### config.mk
export PLATFORM = sky130hd
export DESIGN_NAME = classify_sequencer
export DESIGN_NICKNAME = d
export VERILOG_FILES = /design/src/rtl/classify_pkg.sv /design/src/rtl/score_bank.sv /design/src/rtl/classify_sequencer.sv
export SDC_FILE = /design/constraint.sdc
export NUM_CORES = 1
export LEC_CHECK = 0
export ABC_AREA = 1
export CORE_ASPECT_RATIO = 0.5
export CORE_UTILIZATION = 50
export CTS_CLUSTER_DIAMETER = 40
export CTS_CLUSTER_SIZE = 25
export DETAILED_ROUTE_END_ITERATION = 6
export MAX_ROUTING_LAYER = met4
export PLACE_DENSITY_LB_ADDON = 0.25
export RECOVER_POWER = 25
export REMOVE_ABC_BUFFERS = 1
export SLEW_MARGIN = 10
export SYNTH_ARGS = -nofsm -noshare
export SYNTH_HDL_FRONTEND = slang
export SYNTH_SLANG_ARGS = --single-unit
### constraint.sdc
create_clock -name clk -period 3.3 [get_ports clk]
set_input_delay 0.66 -clock clk [delete_from_list [all_inputs] [get_ports clk]]
set_output_delay 0.66 -clock clk [all_outputs]
set_load 0.02 [all_outputs]
### src/rtl/classify_pkg.sv
// Shared constants for the classifier output-stage sequencer: score
// geometry, index width, error digit, watchdog limit and FSM encodings.
package classify_pkg;

    localparam int SCORE_W     = 26;
    localparam int NUM_CLASSES = 10;
    localparam int IDX_W       = 4;
    localparam int TIMEOUT     = 255;
    localparam int WDOG_W      = 8;
    localparam int BANK_W      = NUM_CLASSES * SCORE_W;

    localparam logic [IDX_W-1:0]  ERR_NUM   = 4'hF;
    localparam logic [IDX_W-1:0]  LAST_IDX  = IDX_W'(NUM_CLASSES - 1);
    localparam logic [WDOG_W-1:0] WDOG_LAST = WDOG_W'(TIMEOUT - 1);

    typedef logic [2:0] state_t;

    localparam state_t ST_IDLE     = 3'd0;
    localparam state_t ST_ISSUE    = 3'd1;
    localparam state_t ST_WAIT     = 3'd2;
    localparam state_t ST_SELECT   = 3'd3;
    localparam state_t ST_WAIT_MAX = 3'd4;
    localparam state_t ST_DONE     = 3'd5;

endpackage

### src/rtl/score_bank.sv
// Register file holding one score per class neuron. One indexed write
// port, synchronous clear on rst, all entries read out as a packed bus.
module score_bank
    import classify_pkg::*;
(
    input  logic               clk,
    input  logic               rst,
    input  logic               wr_en,
    input  logic [IDX_W-1:0]   wr_idx,
    input  logic [SCORE_W-1:0] wr_data,
    output logic [BANK_W-1:0]  rd_bank
);

    logic [SCORE_W-1:0] bank_q [NUM_CLASSES];
    logic [SCORE_W-1:0] bank_d [NUM_CLASSES];

    // Next bank contents: overwrite only the addressed entry, out-of-range indices write nothing
    always_comb begin
        bank_d = bank_q;
        if (wr_en) begin
            for (int k = 0; k < NUM_CLASSES; k++) begin
                if (wr_idx == IDX_W'(k)) begin
                    bank_d[k] = wr_data;
                end
            end
        end
    end

    // Bank storage, zeroed on reset so an aborted run leaves nothing behind
    always_ff @(posedge clk) begin
        if (rst) begin
            for (int k = 0; k < NUM_CLASSES; k++) begin
                bank_q[k] <= '0;
            end
        end else begin
            bank_q <= bank_d;
        end
    end

    // Pack entries so class k sits at bits [k*SCORE_W +: SCORE_W]
    always_comb begin
        rd_bank = '0;
        for (int k = 0; k < NUM_CLASSES; k++) begin
            rd_bank[k*SCORE_W +: SCORE_W] = bank_q[k];
        end
    end

endmodule

### src/rtl/classify_sequencer.sv
// Output-stage controller for the digit classifier: walks the shared MAC
// through all ten class neurons, stores the scores, strobes the max
// selector and holds the winning digit until the host acknowledges it.
// Optional feature: define CLASSIFY_SEQ_TIMEOUT_EN for a watchdog that
// aborts a stalled WAIT / WAIT_MAX into DONE with result_err set.
module classify_sequencer
    import classify_pkg::*;
(
    input  logic               clk,
    input  logic               rst,
    input  logic               start,
    output logic               busy,
    output logic               neuron_req,
    output logic [IDX_W-1:0]   neuron_idx,
    input  logic [SCORE_W-1:0] score_in,
    input  logic               score_valid,
    output logic [BANK_W-1:0]  scores,
    output logic               sel_valid,
    input  logic               max_valid,
    input  logic [IDX_W-1:0]   max_num,
    output logic               result_valid,
    output logic [IDX_W-1:0]   result_num,
    output logic               result_err,
    input  logic               result_ack
);

    state_t             state_q, state_d;
    logic [IDX_W-1:0]   idx_q, idx_d;
    logic [IDX_W-1:0]   result_num_q, result_num_d;
    logic               bank_we;
`ifdef CLASSIFY_SEQ_TIMEOUT_EN
    logic [WDOG_W-1:0]  wdog_q, wdog_d;
    logic               result_err_q, result_err_d;
`endif

    // Sequencing: next state, class index, result latch and (optionally) watchdog
    always_comb begin
        state_d      = state_q;
        idx_d        = idx_q;
        result_num_d = result_num_q;
        bank_we      = 1'b0;
`ifdef CLASSIFY_SEQ_TIMEOUT_EN
        wdog_d       = wdog_q;
        result_err_d = result_err_q;
`endif
        case (state_q)
            ST_IDLE: begin
                if (start) begin
                    state_d      = ST_ISSUE;
                    idx_d        = '0;
                    result_num_d = '0;
`ifdef CLASSIFY_SEQ_TIMEOUT_EN
                    result_err_d = 1'b0;
`endif
                end
            end
            ST_ISSUE: begin
                state_d = ST_WAIT;
`ifdef CLASSIFY_SEQ_TIMEOUT_EN
                wdog_d  = '0;
`endif
            end
            ST_WAIT: begin
                if (score_valid) begin
                    bank_we = 1'b1;
                    if (idx_q == LAST_IDX) begin
                        state_d = ST_SELECT;
                    end else begin
                        idx_d   = idx_q + 1'b1;
                        state_d = ST_ISSUE;
                    end
                end
`ifdef CLASSIFY_SEQ_TIMEOUT_EN
                else if (wdog_q == WDOG_LAST) begin
                    state_d      = ST_DONE;
                    result_num_d = ERR_NUM;
                    result_err_d = 1'b1;
                end else begin
                    wdog_d = wdog_q + 1'b1;
                end
`endif
            end
            ST_SELECT: begin
                state_d = ST_WAIT_MAX;
`ifdef CLASSIFY_SEQ_TIMEOUT_EN
                wdog_d  = '0;
`endif
            end
            ST_WAIT_MAX: begin
                if (max_valid) begin
                    state_d      = ST_DONE;
                    result_num_d = max_num;
                end
`ifdef CLASSIFY_SEQ_TIMEOUT_EN
                else if (wdog_q == WDOG_LAST) begin
                    state_d      = ST_DONE;
                    result_num_d = ERR_NUM;
                    result_err_d = 1'b1;
                end else begin
                    wdog_d = wdog_q + 1'b1;
                end
`endif
            end
            ST_DONE: begin
                if (result_ack) begin
                    state_d = ST_IDLE;
                end
            end
            default: begin
                state_d = ST_IDLE;
            end
        endcase
    end

    // Control registers; reset returns to IDLE with a cleared result
    always_ff @(posedge clk) begin
        if (rst) begin
            state_q      <= ST_IDLE;
            idx_q        <= '0;
            result_num_q <= '0;
        end else begin
            state_q      <= state_d;
            idx_q        <= idx_d;
            result_num_q <= result_num_d;
        end
    end

`ifdef CLASSIFY_SEQ_TIMEOUT_EN
    // Watchdog counter and abort flag
    always_ff @(posedge clk) begin
        if (rst) begin
            wdog_q       <= '0;
            result_err_q <= 1'b0;
        end else begin
            wdog_q       <= wdog_d;
            result_err_q <= result_err_d;
        end
    end

    assign result_err = result_err_q;
`else
    assign result_err = 1'b0;
`endif

    score_bank u_score_bank (
        .clk     (clk),
        .rst     (rst),
        .wr_en   (bank_we),
        .wr_idx  (idx_q),
        .wr_data (score_in),
        .rd_bank (scores)
    );

    assign busy         = (state_q != ST_IDLE);
    assign neuron_req   = (state_q == ST_ISSUE);
    assign neuron_idx   = idx_q;
    assign sel_valid    = (state_q == ST_SELECT);
    assign result_valid = (state_q == ST_DONE);
    assign result_num   = result_num_q;

endmodule

==> impl_results.md <==
* Final WL at approximately 33000 um
* ANT cells at 0
* Top_reg_cell synth: dfxtp_1
* Nature of the critical path endpoint: flip-flop
* CTS tree: done
* H-Tree Depth at 1
* Gate Count Post-Synth at 1321
* CTS buffer count at 22
* Critical path class: in -> reg
* Final setup viols at 0
* Status: completed
* IO Port Bufs at slightly above 300
* First-pass DRT Iterations at 5
* Crit. Startpoint: score_valid
* Setup Buffers After CTS at 0
* Worst skew pair latency at roughly 530 ps
* Maximum VDD drop at about 0.00044 V
* FF-to-FF End: u_score_bank.rd_bank[90]
* Largest net degree at the start of global routing at 97
* GP Congestion at 0.8502
* CP Launch Type: input port
* Total grt overflow at 0
* Row count at 35
* Cell Pwr Density at about 580 nW/um^2
* Unrepaired setup endpoints after global routing: no
* Worst r2r src: state_q[2]
* Arrival @ worst endpoint at 3290 ps
* Total number of vias at approximately 10000
* Final clock skew at between 15 and 20 ps
* Clk sinks at about 270
* # IOs at 309
* Filler cell count at between 1000 and 1500
* P&R area growth vs syn at 39.07%
* Clock root cell: clkbuf_16
* DP Worst Slack at 700.7 ps
* Pwr Total at 7926 uW
* Worst hold path class: reg -> reg
* Flops & latches, synth at 271
* Die width at 201.1 um
* Vias in the first global route at around 9000
* Fmax at between 0.3 and 0.4 GHz
* Area leader, netlist: dfxtp_1
* R2R cell count at 7
* Clk slew on worst S/H paths at 90 ps
* Leak at 0.005143 uW
* Final setup margin at roughly 470 ps
* Top cells by area, synth: dfxtp_1, nor2_1, o21ai_0, nand2_1, a21oi_1
* Final Cycle Share at 85.84%
* Worst hold slack at ~470 ps
* Clk buf depth at 3
* Fin nets at 1611
* Yosys top cell area share at about 55%
* Minimum clock period at between 2000 and 3000 ps
* Mapped cell area at around 9900 sq um
* Required time worst endpoint at roughly 3800 ps
* Async set-or-reset flop fraction in the synthesized netlist at 0%
* Relative slew slack at approximately 22%
* Worst Path Max Fanout at 26
* Most common cell in the netlist: nor2_1
* Commonest cells in the netlist: nor2_1, dfxtp_1, o21ai_0
* Layout cells sized above 1 at 4.600%
* Measured slew at the worst slew-check pin at about 1200 ps
* Post-route ant nets at 0
* # Max-Cap Violations at 0
* Vias/cell at 5.262
* Post-synth cell types at 25
* Overall Global Routing Usage at between 30% and 40%
* EDFF count, synth at 0
* CTS Hold Buffers Added at 0
* PostCTS Resize Cnt at 0
* Die height at roughly 100 um
* Drt wl/cell at 17.69 um
* CP Capture Point: u_score_bank.rd_bank[90]
* Core Region at 18920 sq um
* Drt drc at 0
* Iter 0 DRT Violations at between 700 and 800
* Dpl hpwl at around 22000 um
* Final Hold Viols at 0
* Max Slew Vio Count at 0
* Initial Util at a little over half
* Post-Syn Area per Cell at roughly 7.5 sq um
* Sequential element share of the synthesized area at 54.73%
* Antenna violations before repair at 0
* First-pass GRT wire length at 49410 um
* Synth warn at 0
* FF-to-FF setup slack at roughly 600 ps
* Die area at slightly above 20000 sq um
==> through the flow <==
stage / instances / setup TNS (ps) / area, sq um / utilization (%)
2_1_floorplan: 1223 / -23970 / 9459 / -
4_1_cts: 1846 / 0 / 13820 / 73.08
3_5_place_dp: 1806 / 0 / 13000 / 68.71
6_report: 1846 / 0 / 13780 / 72.86
5_1_grt: 1846 / 0 / 13780 / 72.86
3_3_place_gp: 1806 / 0 / 13000 / 68.71
==> worst min path at each step <==
stage,depth (start not counted),end,startpoint
detailed placement,2,u_score_bank.rd_bank[76],u_score_bank.rd_bank[76]
finish,2,u_score_bank.rd_bank[76],u_score_bank.rd_bank[76]
floorplan,2,state_q[1],state_q[1]
CTS,2,u_score_bank.rd_bank[76],u_score_bank.rd_bank[76]
global placement,2,u_score_bank.rd_bank[119],u_score_bank.rd_bank[119]
global route,2,u_score_bank.rd_bank[52],u_score_bank.rd_bank[52]
==> per-layer routing <==
layer  global-route usage, %  vias to the layer above  part of all wire (%)
met5                       -                        -                     0
met4                   11.39                        0                   3.7
met3                   4.762                       86                   6.1
met2                   52.68                      413                    46
met1                   40.00                     4582                    44
li1                        -                     4632                     -
==> critical path, stage by stage <==
cell           delay [ps]
dlygate4sd3_1         560
inv_1                  70
nor2_1                590
nand3_1               540
inv_2                 590
nor2_1                120
nor2_1                150
==> layout by cell type, fill, tap and decap left out, types with 5 or more instances in the layout <==
cell type	n
inv_12	5
nor2_1	443
o21ai_0	187
dfxtp_1	271
nand3_1	13
inv_2	5
nand2_1	182
inv_1	44
a21oi_1	57
clkbuf_16	22
buf_4	14
clkdlybuf4s50_1	305
==> where the power goes <==
group | internal (uW) | total, uW | switching [uW]
logic | 537 | 1400 | 867
registers | 3430 | 3570 | 136
clock network | 1510 | 2960 | 1450
==> state kept, by name (all words and copies together), names as in the netlist <==
register,count
result_num,4
state_q,3
neuron_idx,4
u_score_bank.rd_bank,260
==> cell families after synthesis <==
family / Yosys count / share of synthesized area (%)
adders and majority gates: 4 / 0.5049
buffers and inverters: 149 / 6.501
xor gates and xnor gates: 1 / 0.08838
AOI/OAI and AO/OA: 245 / 12.40
DFF: 271 / 54.73
and+or+nand+nor: 650 / 25.74
other: 1 / 0.03783
==> area by class of cell <==
cell class	count	area [sq um]	share of cell area, %
inverter	51	193.9	1.407
sequential	271	5425	39.36
clock inverter	18	275.3	1.997
clock buffer	22	550.5	3.994
timing repair buffer	324	3202	23.23
tap	259	324.1	2.351
multi-input combinational	901	3814	27.67
No activity file was read; power rests on OpenSTA's default activity.
